`src/rtl/game_round_scheduler.sv`:
```
`default_nettype none
// ============================================================================
// Module      : game_round_scheduler
// Description : Sequences one hide-and-seek round: hide countdown, seek
//               countdown sized by time_setting, and the round result
//               (timeout -> hider wins, catch -> seeker wins). Owns the
//               1 Hz game time base shared by the HUD and the game logic.
// Revision    : 1.0 - initial release
// ============================================================================
module game_round_scheduler #(
  parameter int TICK_DIV      = 100000000, // clk cycles per game second
  parameter int HIDE_SECONDS  = 10,        // hide-phase length in seconds
  parameter int TIME_UNIT_SEC = 60         // seconds per time_setting unit
) (
  input  logic       clk,
  input  logic       reset,
  input  logic       game_started,
  input  logic [7:0] time_setting,
  input  logic       caught,
  input  logic       pause,
  output logic [1:0] phase,
  output logic [9:0] seconds_left,
  output logic       sec_tick,
  output logic       game_done,
  output logic       winner
);

  // Prescaler sizing; a width of at least one bit keeps degenerate settings legal.
  localparam int c_presc_w = (TICK_DIV > 2) ? $clog2(TICK_DIV) : 1;
  localparam logic [c_presc_w-1:0] c_presc_max = c_presc_w'(TICK_DIV - 1);

  // Phase load values, all in the 10-bit seconds domain.
  localparam logic [9:0] c_hide_sec = 10'(HIDE_SECONDS);
  localparam logic [9:0] c_len1     = 10'(1 * TIME_UNIT_SEC);
  localparam logic [9:0] c_len2     = 10'(2 * TIME_UNIT_SEC);
  localparam logic [9:0] c_len3     = 10'(3 * TIME_UNIT_SEC);
  localparam logic [9:0] c_len4     = 10'(4 * TIME_UNIT_SEC);

  // Phase encoding is visible on the phase port, so the values are pinned.
  typedef enum logic [1:0] {
    ST_IDLE = 2'd0,
    ST_HIDE = 2'd1,
    ST_SEEK = 2'd2,
    ST_DONE = 2'd3
  } state_t;

  // Registered state
  state_t                r_state;
  logic                  r_started_q;
  logic [c_presc_w-1:0]  r_presc;
  logic [9:0]            r_seconds_left;
  logic [9:0]            r_round_len;
  logic                  r_sec_tick;
  logic                  r_game_done;
  logic                  r_winner;

  // Next-state values
  state_t                w_state_nxt;
  logic [c_presc_w-1:0]  w_presc_nxt;
  logic [9:0]            w_seconds_nxt;
  logic [9:0]            w_round_len_nxt;
  logic                  w_tick_nxt;
  logic                  w_done_nxt;
  logic                  w_winner_nxt;

  // Helper terms
  logic                  w_rise;
  logic                  w_wrap;
  logic                  w_last_sec;
  logic [c_presc_w-1:0]  w_presc_adv;
  logic [9:0]            w_round_len_new;

  assign w_rise     = game_started & ~r_started_q;
  // A game second elapses only on an unpaused cycle at the top of the prescaler.
  assign w_wrap     = ~pause & (r_presc == c_presc_max);
  assign w_last_sec = (r_seconds_left == 10'd1);

  // Clamp the requested round length to 1..4 units before scaling.
  always_comb begin
    w_round_len_new = c_len1;
    if (time_setting >= 8'd4) begin
      w_round_len_new = c_len4;
    end else if (time_setting == 8'd3) begin
      w_round_len_new = c_len3;
    end else if (time_setting == 8'd2) begin
      w_round_len_new = c_len2;
    end
  end

  // Prescaler advance used while a countdown is running: hold, wrap or count.
  always_comb begin
    w_presc_adv = r_presc;
    if (!pause) begin
      if (r_presc == c_presc_max) begin
        w_presc_adv = '0;
      end else begin
        w_presc_adv = r_presc + 1'b1;
      end
    end
  end

  // Next-state and output decode; abort beats catch, catch beats the final tick.
  always_comb begin
    w_state_nxt     = r_state;
    w_presc_nxt     = r_presc;
    w_seconds_nxt   = r_seconds_left;
    w_round_len_nxt = r_round_len;
    w_tick_nxt      = 1'b0;
    w_done_nxt      = r_game_done;
    w_winner_nxt    = r_winner;

    case (r_state)
      ST_IDLE: begin
        w_presc_nxt  = '0;
        w_done_nxt   = 1'b0;
        w_winner_nxt = 1'b0;
        if (w_rise) begin
          w_state_nxt     = ST_HIDE;
          w_seconds_nxt   = c_hide_sec;
          w_round_len_nxt = w_round_len_new;
        end
      end

      ST_HIDE: begin
        if (!game_started) begin
          w_state_nxt   = ST_IDLE;
          w_seconds_nxt = 10'd0;
          w_presc_nxt   = '0;
        end else begin
          w_presc_nxt = w_presc_adv;
          if (w_wrap) begin
            w_tick_nxt = 1'b1;
            if (w_last_sec) begin
              // Hide phase over: seek countdown restarts the prescaler.
              w_state_nxt   = ST_SEEK;
              w_seconds_nxt = r_round_len;
              w_presc_nxt   = '0;
            end else begin
              w_seconds_nxt = r_seconds_left - 10'd1;
            end
          end
        end
      end

      ST_SEEK: begin
        if (!game_started) begin
          w_state_nxt   = ST_IDLE;
          w_seconds_nxt = 10'd0;
          w_presc_nxt   = '0;
        end else if (caught) begin
          // Seeker wins; the remaining time is left on display.
          w_state_nxt  = ST_DONE;
          w_done_nxt   = 1'b1;
          w_winner_nxt = 1'b0;
          w_presc_nxt  = '0;
        end else begin
          w_presc_nxt = w_presc_adv;
          if (w_wrap) begin
            w_tick_nxt = 1'b1;
            if (w_last_sec) begin
              // Timeout: hider wins.
              w_state_nxt   = ST_DONE;
              w_done_nxt    = 1'b1;
              w_winner_nxt  = 1'b1;
              w_seconds_nxt = 10'd0;
              w_presc_nxt   = '0;
            end else begin
              w_seconds_nxt = r_seconds_left - 10'd1;
            end
          end
        end
      end

      ST_DONE: begin
        w_presc_nxt = '0;
        if (!game_started) begin
          w_state_nxt   = ST_IDLE;
          w_done_nxt    = 1'b0;
          w_winner_nxt  = 1'b0;
          w_seconds_nxt = 10'd0;
        end
      end

      default: begin
        w_state_nxt   = ST_IDLE;
        w_presc_nxt   = '0;
        w_seconds_nxt = 10'd0;
        w_done_nxt    = 1'b0;
        w_winner_nxt  = 1'b0;
      end
    endcase
  end

  // State register; reset overrides every other input in every phase.
  always_ff @(posedge clk) begin
    if (reset) begin
      r_state        <= ST_IDLE;
      r_started_q    <= 1'b0;
      r_presc        <= '0;
      r_seconds_left <= 10'd0;
      r_round_len    <= 10'd0;
      r_sec_tick     <= 1'b0;
      r_game_done    <= 1'b0;
      r_winner       <= 1'b0;
    end else begin
      r_state        <= w_state_nxt;
      r_started_q    <= game_started;
      r_presc        <= w_presc_nxt;
      r_seconds_left <= w_seconds_nxt;
      r_round_len    <= w_round_len_nxt;
      r_sec_tick     <= w_tick_nxt;
      r_game_done    <= w_done_nxt;
      r_winner       <= w_winner_nxt;
    end
  end

  assign phase        = r_state;
  assign seconds_left = r_seconds_left;
  assign sec_tick     = r_sec_tick;
  assign game_done    = r_game_done;
  assign winner       = r_winner;

endmodule
`default_nettype wire

```
`config.mk`:
```
export PLATFORM = sky130hd
export DESIGN_NAME = game_round_scheduler
export DESIGN_NICKNAME = d
export VERILOG_FILES = /design/src/rtl/game_round_scheduler.sv
export SDC_FILE = /design/constraint.sdc
export NUM_CORES = 1
export LEC_CHECK = 0
export BUFFER_PORTS_ARGS = -buffer_cell sky130_fd_sc_hd__buf_2
export CAP_MARGIN = 30
export CORE_MARGIN = 2
export CORE_UTILIZATION = 45
export CTS_CLUSTER_DIAMETER = 120
export DETAILED_ROUTE_END_ITERATION = 10
export GPL_ROUTABILITY_DRIVEN = 0
export PLACE_DENSITY = 0.78
export SETUP_SLACK_MARGIN = 0.5
export SLEW_MARGIN = 0
export SYNTH_ARGS = -nofsm -noshare
export SYNTH_HDL_FRONTEND = slang
export SYNTH_SLANG_ARGS = --single-unit
```
`constraint.sdc`:
```
create_clock -name clk -period 2.2 [get_ports clk]
set_input_delay 0.22 -clock clk [delete_from_list [all_inputs] [get_ports clk]]
set_output_delay 0.22 -clock clk [all_outputs]
set_load 0.005 [all_outputs]
```
==> qor.tcl, run 1 <==
set qor(grt_antenna_before_repair) 0
set qor(finalMaxSlewViolations) 0
set qor(worst_setup_skew_after_layout_ns) 0.01052
set qor(finalCriticalPeriod_ns) 2.202
set qor(ys_warn_count) 0
set qor(maxCapViolations) 0
set qor(fmax_mhz) 454.1
set qor(initialDrtViolationCount) 177
set qor(worstSetupStartpointType) {flip-flop}
set qor(final_layout_size_suffix_gt1_frac) 0.3865
set qor(irDropWorstVdd_mv) 0.3009
set qor(count_of_endpoints_failing_setup_in_the_final_report) 1
set qor(htree_num_levels) 2
set qor(die_area_um2) 6300
set qor(dp.final_hpwl_mm) 4.548
set qor(leakage_component_of_the_power_nw) 1.241
set qor(postSynthRegisterBits) 48
set qor(hp-class) {in2reg}
set qor(finalHoldViolations) 0
set qor(timing_worst_setup_path_type) {reg2reg}
set qor(critical_path_buf_inv_count) 1
set qor(unrepaired_setup_endpoints_after_global_routing) {true}
set qor(cp_max_fo) 4
set qor(drtPass1Iterations) 5
set qor(crit_chain) {inv_2, ha_4, or4b_4, or3_4, or4b_4, nand3_2, and3_1}
set qor(die_width_um) 79.37
set qor(clkLatencyLatePin_ns) 0.31
set qor(global_route.usage.total) 0.2238
set qor(clk_transition_reported_paths_ns) 0.09
set qor(post_synth_instance_area_um2) 2556
set qor(row_count) 27
set qor(n_antenna_cell) 0
set qor(finalNonFillerCells) 442
set qor(min_period_over_period) 1.001
set qor(cts_root_buf) {clkbuf_8}
set qor(design.final.nets) 389
set qor(placement.setup.worst_slack_ns) 0.005346
set qor(ys_async_sr_fraction) 0
set qor(cts_tree) {done}
set qor(coreArea_um2) 5507
set qor(numClockSinks) 48
set qor(hold_buffers) 0
set qor(worst_pin_slew_ns) 0.4232
set qor(failed_checks) {negative setup slack}
set qor(critPathTopFamily) {simple AND/OR/NAND/NOR gates}
set qor(status) {complete, but fails checks}
set qor(synth_cells) 307
set qor(numCtsBuffers) 5
set qor(synth_ff_type) {dfxtp_1}
set qor(numPortBuffers) 27
set qor(num-fill-cells) 427
set qor(clockBufferDepth) 2
set qor(synth_edf_count) 0
set qor(setup_slack_ns) -0.002043
set qor(worst_path_most_repeated_cell) {or4b_4}
set qor(fin_area_um2) 3578
set qor(seq_area_frac_synth) 0.3759
set qor(post_synth.cell_area_avg_um2) 8.326
set qor(worst_slew_margin_rel) 0.7175
set qor(tns_ns) -0.002043
set qor(crit_path_top_delay_cell) {or4b_4}
set qor(power_density_nw_per_um2) 583.2
set qor(worst_path_largest_cell_delay_ns) 0.57
set qor(die_span_y_um) 79.37
set qor(layout-area-overhead-vs-synth_pct) 39.99
set qor(floorplan.initialDensity) 0.4642
set qor(library_cells_used_by_synthesis) 50
set qor(route.detailed.vias_per_inst) 6.043
set qor(placement.cell_area_um2) 2977
set qor(grt_pass1_wl_mm) 11.32
set qor(remaining_number_of_nets_flagged_by_the_antenna_check_after_routing) 0
set qor(vias_after_detailed_routing) 2671
set qor(postLayoutCoreUtil) 0.6499
set qor(grt_pass1_vias) 2429
set qor(post-route-drc-count) 0
set qor(route.final.wire_length_mm) 7.532
set qor(grt_max_degree) 17
set qor(overflow) 0
set qor(required_time_at_the_endpoint_of_the_critical_path_ns) 2.45
set qor(routedWlPerCell_um) 17.04
set qor(synthesis.nets) 327
set qor(placed_cells) 422
set qor(endpoint_kind) {flip-flop}
set qor(worst_ep_arrival_time_ns) 2.45
set qor(design.portCount) 28
[what timing repair did]
item                       in CTS  in global routing
setup endpoints to repair      43                 45
setup buffers                   7                  2
gates cloned                    3                  0
resized for setup              16                 84
pin swaps                       3                 31
[per-layer routing]
| metal | global-route usage | part of all wire |
|---|---|---|
| met1 | 0.2805 | 0.42 |
| met2 | 0.3941 | 0.51 |
| met3 | 0.04186 | 0.061 |
| met4 | 0.05862 | 0.014 |
| met5 | 0 | 0 |
[worst reg2reg max path, stage by stage, from the launching register on]
cell,delay [ns]
dfxtp_2,0.34
inv_2,0.07
ha_4,0.11
or4b_4,0.46
or3_4,0.38
or4b_4,0.57
nand3_2,0.07
and3_1,0.14
[cells in the final DEF, fill, tap and decap left out, types with 3 or more instances in the layout]
master	instances
nor3_2	3
buf_6	3
inv_1	9
o21ai_0	10
nand2_1	13
clkbuf_8	6
and4_1	3
xor2_1	6
xnor2_1	23
nor2_4	22
nand4_1	8
a22oi_1	3
o21ai_1	3
and3_1	8
nand2b_1	4
ha_4	4
nor4_1	9
dfxtp_2	10
nor2_1	23
dfxtp_1	38
nand3_2	4
nor2b_1	3
nor4_2	4
o211ai_1	4
nand3_1	9
buf_4	31
a21oi_1	12
nor3_1	12
buf_2	27
a211oi_1	3
[worst paths after layout]
path / endpoint / slack [ns] / cells after the start / from
min reg2reg: r_round_len[5] / 0.51 / 2 / r_round_len[5]
max: phase[0] / -0.002 / 7 / seconds_left[1]
min: r_round_len[7] / 0.19 / 3 / time_setting[1]
max reg2reg: phase[0] / -0.002 / 7 / seconds_left[1]
[stage by stage]
stage | power, mW | hold slack [ns]
after floorplan | 1.207 | 0.2918
after global placement | 1.367 | 0.4789
after detailed placement | 1.376 | 0.4863
after CTS | 1.991 | 0.1851
after global routing | 2.162 | 0.2147
final | 2.087 | 0.1866
[logic make-up after synthesis]
kind of cell             Yosys count  share of synthesized area
AO/OA/AOI/OAI                     54                     0.1410
XOR/XNOR                          29                    0.09936
adder cells (fa/ha/maj)            7                    0.03426
buffers and inverters             21                    0.03231
flip-flops                        48                     0.3759
multiplexers                       2                   0.007832
AND/OR/NAND/NOR                  146                     0.3094
[cells in the mapped netlist, types with 8 or more instances]
master	count	area [um2]
xnor2_1	23	201.4
nor2_1	46	172.7
nand3_1	12	60.06
inv_1	11	41.29
a21oi_1	13	65.06
o21ai_0	13	65.06
nand2_1	13	48.80
nand4_1	8	50.05
and3_1	8	50.05
nor4_1	15	93.84
dfxtp_1	48	960.9
nor3_1	15	75.07
[layout make-up]
type                            count  area [um2]  share of cell area
Tap cell                           72       90.09             0.02517
Clock buffer                        6       82.58             0.02308
Timing Repair Buffer               65       486.7              0.1360
Inverter                           11       41.29             0.01154
Sequential cell                    48       973.4              0.2720
Multi-Input combinational cell    238        1891              0.5283
Clock inverter                      2       13.76            0.003846
[sequential cells by signal, summed over array words and instances (netlist names)]
name / count
sec_tick: 1
r_started_q: 1
game_done: 1
seconds_left: 10
r_round_len: 5
winner: 1
phase: 2
r_presc: 27
[power by group]
part,switching [mW],internal [mW]
logic,0.311,0.262
registers,0.0344,0.900
clock network,0.322,0.258
Note: power is estimated with default switching activity, not from simulation.
==> run 2, diff against run 1 <==
CELL_PAD_IN_SITES_DETAIL_PLACEMENT = 0   (was unset)
CELL_PAD_IN_SITES_GLOBAL_PLACEMENT = 2   (was unset)
CORE_UTILIZATION = 31   (was 45)
PLACE_DENSITY = 0.86   (was 0.78)
==> run 2 against run 1 <==
The flow still finishes with violations (negative setup slack). Maximum frequency decreased by 0.48%. First-iteration DRC count decreased by 53%. Wire length increased by 1.2%. Critical path depth unchanged. Power increased by 6.0%. Sequential share of layout area decreased by 0.91 points. Via count decreased by 2.3%. Critical endpoint unchanged. Largest cell class unchanged. Largest power group unchanged. Highest routed layer unchanged.
==> qor.tcl, run 2 (same netlist as run 1, synthesis figures left out) <==
set qor(finalMaxSlewViolations) 0
set qor(worstSetupStartpointType) {flip-flop}
set qor(remaining_number_of_nets_flagged_by_the_antenna_check_after_routing) 0
set qor(clkLatencyLatePin_ns) 0.31
set qor(route.final.wire_length_mm) 7.625
set qor(drtPass1Iterations) 4
set qor(worst_setup_skew_after_layout_ns) 0.01154
set qor(global_route.usage.total) 0.1731
set qor(leakage_component_of_the_power_nw) 1.359
set qor(numCtsBuffers) 5
set qor(floorplan.initialDensity) 0.3159
set qor(worst_ep_arrival_time_ns) 2.48
set qor(final_layout_size_suffix_gt1_frac) 0.3601
set qor(finalHoldViolations) 0
set qor(grt_antenna_before_repair) 0
set qor(routedWlPerCell_um) 15.53
set qor(cp_max_fo) 4
set qor(design.portCount) 28
set qor(clockBufferDepth) 2
set qor(design.final.nets) 405
set qor(postLayoutCoreUtil) 0.4569
set qor(finalHoldWorstSlack_ns) 0.1973
set qor(irDropWorstVdd_mv) 0.2626
set qor(maxCapViolations) 0
set qor(route.detailed.vias_per_inst) 5.316
set qor(timing_worst_setup_path_type) {reg2reg}
set qor(n_antenna_cell) 0
set qor(worst_slew_margin_rel) 0.6735
set qor(unrepaired_setup_endpoints_after_global_routing) {true}
set qor(cts_tree) {done}
set qor(hp-class) {in2reg}
set qor(overflow) 0
set qor(clk_transition_reported_paths_ns) 0.10
set qor(failed_checks) {negative setup slack}
set qor(numClockSinks) 48
set qor(row_count) 33
set qor(layout-area-overhead-vs-synth_pct) 44.64
set qor(fmax_mhz) 451.9
set qor(required_time_at_the_endpoint_of_the_critical_path_ns) 2.46
set qor(die_area_um2) 8988
set qor(vias_after_detailed_routing) 2610
set qor(endpoint_kind) {flip-flop}
set qor(coreArea_um2) 8093
set qor(power_density_nw_per_um2) 598.3
set qor(cts_root_buf) {clkbuf_8}
set qor(registers.top_by_ff_count) {r_presc}
set qor(final_common_cell) {nor2_1}
set qor(worst_pin_slew_ns) 0.4891
set qor(post-route-drc-count) 0
set qor(numPortBuffers) 27
set qor(status) {complete, but fails checks}
set qor(htree_num_levels) 2
set qor(initialDrtViolationCount) 83
set qor(count_of_endpoints_failing_setup_in_the_final_report) 2
set qor(min_period_over_period) 1.006
set qor(dp.final_hpwl_mm) 4.831
set qor(layout_common_cells) {nor2_1, dfxtp_1, buf_4}
set qor(largest_reg_flops) 27
set qor(setup_slack_ns) -0.01269
set qor(die_width_um) 94.81
set qor(hold_buffers) 0
set qor(grt_max_degree) 17
set qor(finalCriticalPeriod_ns) 2.213
set qor(grt_pass1_vias) 2524
set qor(grt_pass1_wl_mm) 12.23
set qor(die_span_y_um) 94.81
run 2: cell types whose count changed in the layout (fill, tap and decap cells not counted), moves of 2 or more:
cell,previous run,this run
buf_12,1,3
buf_16,0,3
buf_4,31,39
buf_6,3,9
clkbuf_16,2,0
nor2_1,23,41
nor2_4,22,4
nor3_2,3,1
nor3_4,0,2
run 2: worst paths after layout:
| path | startpoint | to | slack, ns | depth (start not counted) |
|---|---|---|---|---|
| max | seconds_left[1] | phase[0] | -0.01 | 7 |
| min | reset | game_done | 0.20 | 2 |
| max reg2reg | seconds_left[1] | phase[0] | -0.01 | 7 |
| min reg2reg | r_round_len[5] | r_round_len[5] | 0.51 | 2 |
run 2: power by group:
part	internal (mW)	leakage, nW	switching (mW)
Clock	0.372	0.0614	0.323
Sequential	0.900	0.393	0.0226
Combinational	0.277	0.904	0.317
run 2: through the flow:
stage,instances,instance area (um2),setup TNS [ns],setup slack [ns],power (mW)
finish,491,3697,-0.01906,-0.01269,2.212
global route,491,3697,-0.1694,-0.07439,2.319
CTS,485,3492,0,0.03722,2.162
detailed placement,463,3078,-0.004517,-0.004517,1.388
global placement,463,3078,0,0.03846,1.388
floorplan,307,2591,0,0.06997,1.207
run 2: per-layer routing:
layer | up-vias | GRT usage | wire length, um
li1 | 1279 | - | -
met1 | 1261 | 0.2286 | 3526
met2 | 56 | 0.2861 | 3700
met3 | 14 | 0.03033 | 282
met4 | 0 | 0.05556 | 116
met5 | - | 0 | 0
run 2: what timing repair did:
item,in CTS,in global routing
gates resized for setup,31,34
setup buffers,11,6
gates cloned,3,0
pin swaps,20,14
endpoints found under the setup margin,44,42
run 2: area by class of cell:
class,count,area (um2)
fillers,811,4395
flip-flops and latches,48,972.2
well taps,105,131.4
multi-input cells,238,1759
clock inverters,2,38.79
clock buffers,6,82.58
inverters,11,41.29
repair buffers,81,671.9
run 2: critical path, stage by stage, from the launching register on:
cell and delay, ns:
dfxtp_2 0.34, inv_2 0.07, ha_4 0.13, or4b_4 0.46, or3_4 0.42, or4b_4 0.55
nand3_2 0.07, and3_1 0.14
==> run 3, diff against run 2 <==
--- a/config.mk
+++ b/config.mk
@@ -14,2 +14,3 @@
 export CTS_CLUSTER_DIAMETER = 120
+export CTS_CLUSTER_SIZE = 25
 export DETAILED_ROUTE_END_ITERATION = 10
@@ -17,3 +18,3 @@
 export PLACE_DENSITY = 0.86
-export SETUP_SLACK_MARGIN = 0.5
+export SETUP_SLACK_MARGIN = 0.1
 export SLEW_MARGIN = 0
==> constraint.sdc (replaced) <==
create_clock -name clk -period 2.2 [get_ports clk]
set_input_delay 0.11 -clock clk [delete_from_list [all_inputs] [get_ports clk]]
set_output_delay 0.11 -clock clk [all_outputs]
set_load 0.005 [all_outputs]
==> run 3 against run 2 <==
The flow now finishes without violations. Die area unchanged. Final cell count shrank 3.7%. Sequential power is essentially flat. Critical path depth stayed put.
==> qor.tcl, run 3 (same netlist as run 1, synthesis figures left out) <==
set qor(min_period_over_period) 0.9733
set qor(worst_ep_arrival_time_ns) 2.39
set qor(worst_r2r_endpoint) {phase[0]}
set qor(status) {finished clean}
set qor(design.portCount) 28
set qor(hold_buffers) 0
set qor(power_frac_seq) 0.446
set qor(finalCriticalPeriod_ns) 2.141
set qor(dp.final_hpwl_mm) 4.914
set qor(netSwitchingPower_mw) 0.6072
set qor(global_route.usage.total) 0.1613
set qor(clockBufferDepth) 2
set qor(worst_slew_margin_rel) 0.6564
set qor(tns_ns) 0
set qor(placed_cells) 462
set qor(route.final.wire_length_mm) 6.636
set qor(power_density_nw_per_um2) 637.6
set qor(route.detailed.vias_per_inst) 5.239
set qor(grt_max_degree) 17
set qor(numPortBuffers) 27
set qor(hp-class) {in2reg}
set qor(timing_worst_setup_path_type) {reg2reg}
set qor(worstSetupStartpointType) {flip-flop}
set qor(regToRegStartpoint) {seconds_left[1]}
set qor(htree_num_levels) 2
set qor(share_clk_of_total_power) 0.317
set qor(worstHoldEndpoint) {r_round_len[6]}
set qor(layout-area-overhead-vs-synth_pct) 26.73
set qor(clk_transition_reported_paths_ns) 0.09
set qor(die_width_um) 94.81
set qor(finalHoldWorstSlack_ns) 0.1116
set qor(drtPass1Iterations) 4
set qor(routedWlPerCell_um) 14.03
set qor(clkLatencyLatePin_ns) 0.30
set qor(fmax_mhz) 467.0
set qor(setup_slack_ns) 0.05882
set qor(placement.setup.worst_slack_ns) 0.02893
set qor(cts_root_buf) {clkbuf_8}
set qor(worst_pin_slew_ns) 0.5119
set qor(power.switching_fraction) 0.2940
set qor(design.final.nets) 387
set qor(initialDrtViolationCount) 70
set qor(n_antenna_cell) 0
set qor(registers.top_by_ff_count) {r_presc}
set qor(post-route-drc-count) 0
set qor(finalNonFillerCells) 473
set qor(finalHoldViolations) 0
set qor(row_count) 33
set qor(worst_setup_skew_after_layout_ns) 0.01190
set qor(required_time_at_the_endpoint_of_the_critical_path_ns) 2.45
set qor(largest_reg_flops) 27
set qor(r2r_cells) 7
set qor(grt_pass1_vias) 2402
set qor(hold_path.startpoint) {time_setting[1]}
set qor(grt_antenna_before_repair) 0
set qor(count_of_endpoints_failing_setup_in_the_final_report) 0
set qor(grt_pass1_wl_mm) 11.60
set qor(cp_max_fo) 4
set qor(numCtsBuffers) 5
set qor(rrSetupSlack_ns) 0.06
set qor(die_span_y_um) 94.81
set qor(hold_path_stages) 3
set qor(coreArea_um2) 8093
set qor(floorplan.initialDensity) 0.3159
set qor(unrepaired_setup_endpoints_after_global_routing) {true}
set qor(comb_power_share) 0.236
set qor(cts_tree) {done}
set qor(num-fill-cells) 877
set qor(irDropWorstVdd_mv) 0.2612
set qor(final_common_cell) {nor2_1}
set qor(overflow) 0
set qor(layout_common_cells) {nor2_1, dfxtp_1, buf_4}
set qor(endpoint_kind) {flip-flop}
set qor(remaining_number_of_nets_flagged_by_the_antenna_check_after_routing) 0
set qor(leakage_component_of_the_power_nw) 1.189
set qor(numClockSinks) 48
set qor(cell_internal_pwr_mw) 1.458
set qor(die_area_um2) 8988
set qor(final_layout_size_suffix_gt1_frac) 0.2500
set qor(maxCapViolations) 0
set qor(finalMaxSlewViolations) 0
set qor(vias_after_detailed_routing) 2478
==> run 3: cell type report <==
type,instances,area (um2),share of cell area
Tap cell,105,131.4,0.04056
Multi-Input combinational cell,238,1580,0.4878
Clock inverter,3,47.55,0.01468
Sequential cell,48,964.7,0.2978
Inverter,11,41.29,0.01275
Timing Repair Buffer,63,405.4,0.1251
Clock buffer,5,68.82,0.02124
==> run 3: per-layer routing <==
metal | wire [um] | part of all wire | GRT usage | vias to the layer above
li1 | - | - | - | 1244
met1 | 3162 | 0.48 | 0.2131 | 1180
met2 | 3142 | 0.47 | 0.2665 | 41
met3 | 212 | 0.032 | 0.02873 | 13
met4 | 119 | 0.018 | 0.05072 | 0
met5 | 0 | 0 | 0 | -
==> run 3: worst max-delay path by stage <==
stage / from / endpoint / cells after the start
floorplan: seconds_left[1] / phase[0] / 7
global placement: seconds_left[1] / phase[1] / 7
detailed placement: seconds_left[1] / game_done / 7
CTS: seconds_left[1] / phase[0] / 7
global route: seconds_left[1] / phase[0] / 7
finish: seconds_left[1] / phase[0] / 7
==> run 3: stage by stage <==
step / area [um2] / utilization / power (mW)
finish: 3239 / 0.4003 / 2.065
global route: 3239 / 0.4003 / 2.185
CTS: 3191 / 0.3942 / 2.068
detailed placement: 3043 / 0.3760 / 1.386
global placement: 3043 / 0.3760 / 1.386
floorplan: 2576 / - / 1.203
==> run 3: timing repair <==
action,4_1_cts,5_1_grt
gates resized for setup,4,10
endpoints found under the setup margin,7,14
hold endpoints to repair,0,0
pin swaps,2,1
buffers inserted,2,1
==> run 3: critical path, stage by stage, from the launching register on <==
cell and delay (ns):
dfxtp_2 0.34, inv_2 0.07, ha_4 0.12, or4b_4 0.45, or3_4 0.38, or4b_4 0.54, nand3_2 0.07, and3_1 0.14
==> run 3: power by group through the flow <==
stage	registers, mW	logic, mW	clock network [mW]
2_1_floorplan	0.950	0.254	0
3_3_place_gp	0.941	0.445	0
3_5_place_dp	0.943	0.443	0
4_1_cts	0.922	0.463	0.683
5_1_grt	0.925	0.542	0.718
6_report	0.922	0.488	0.655
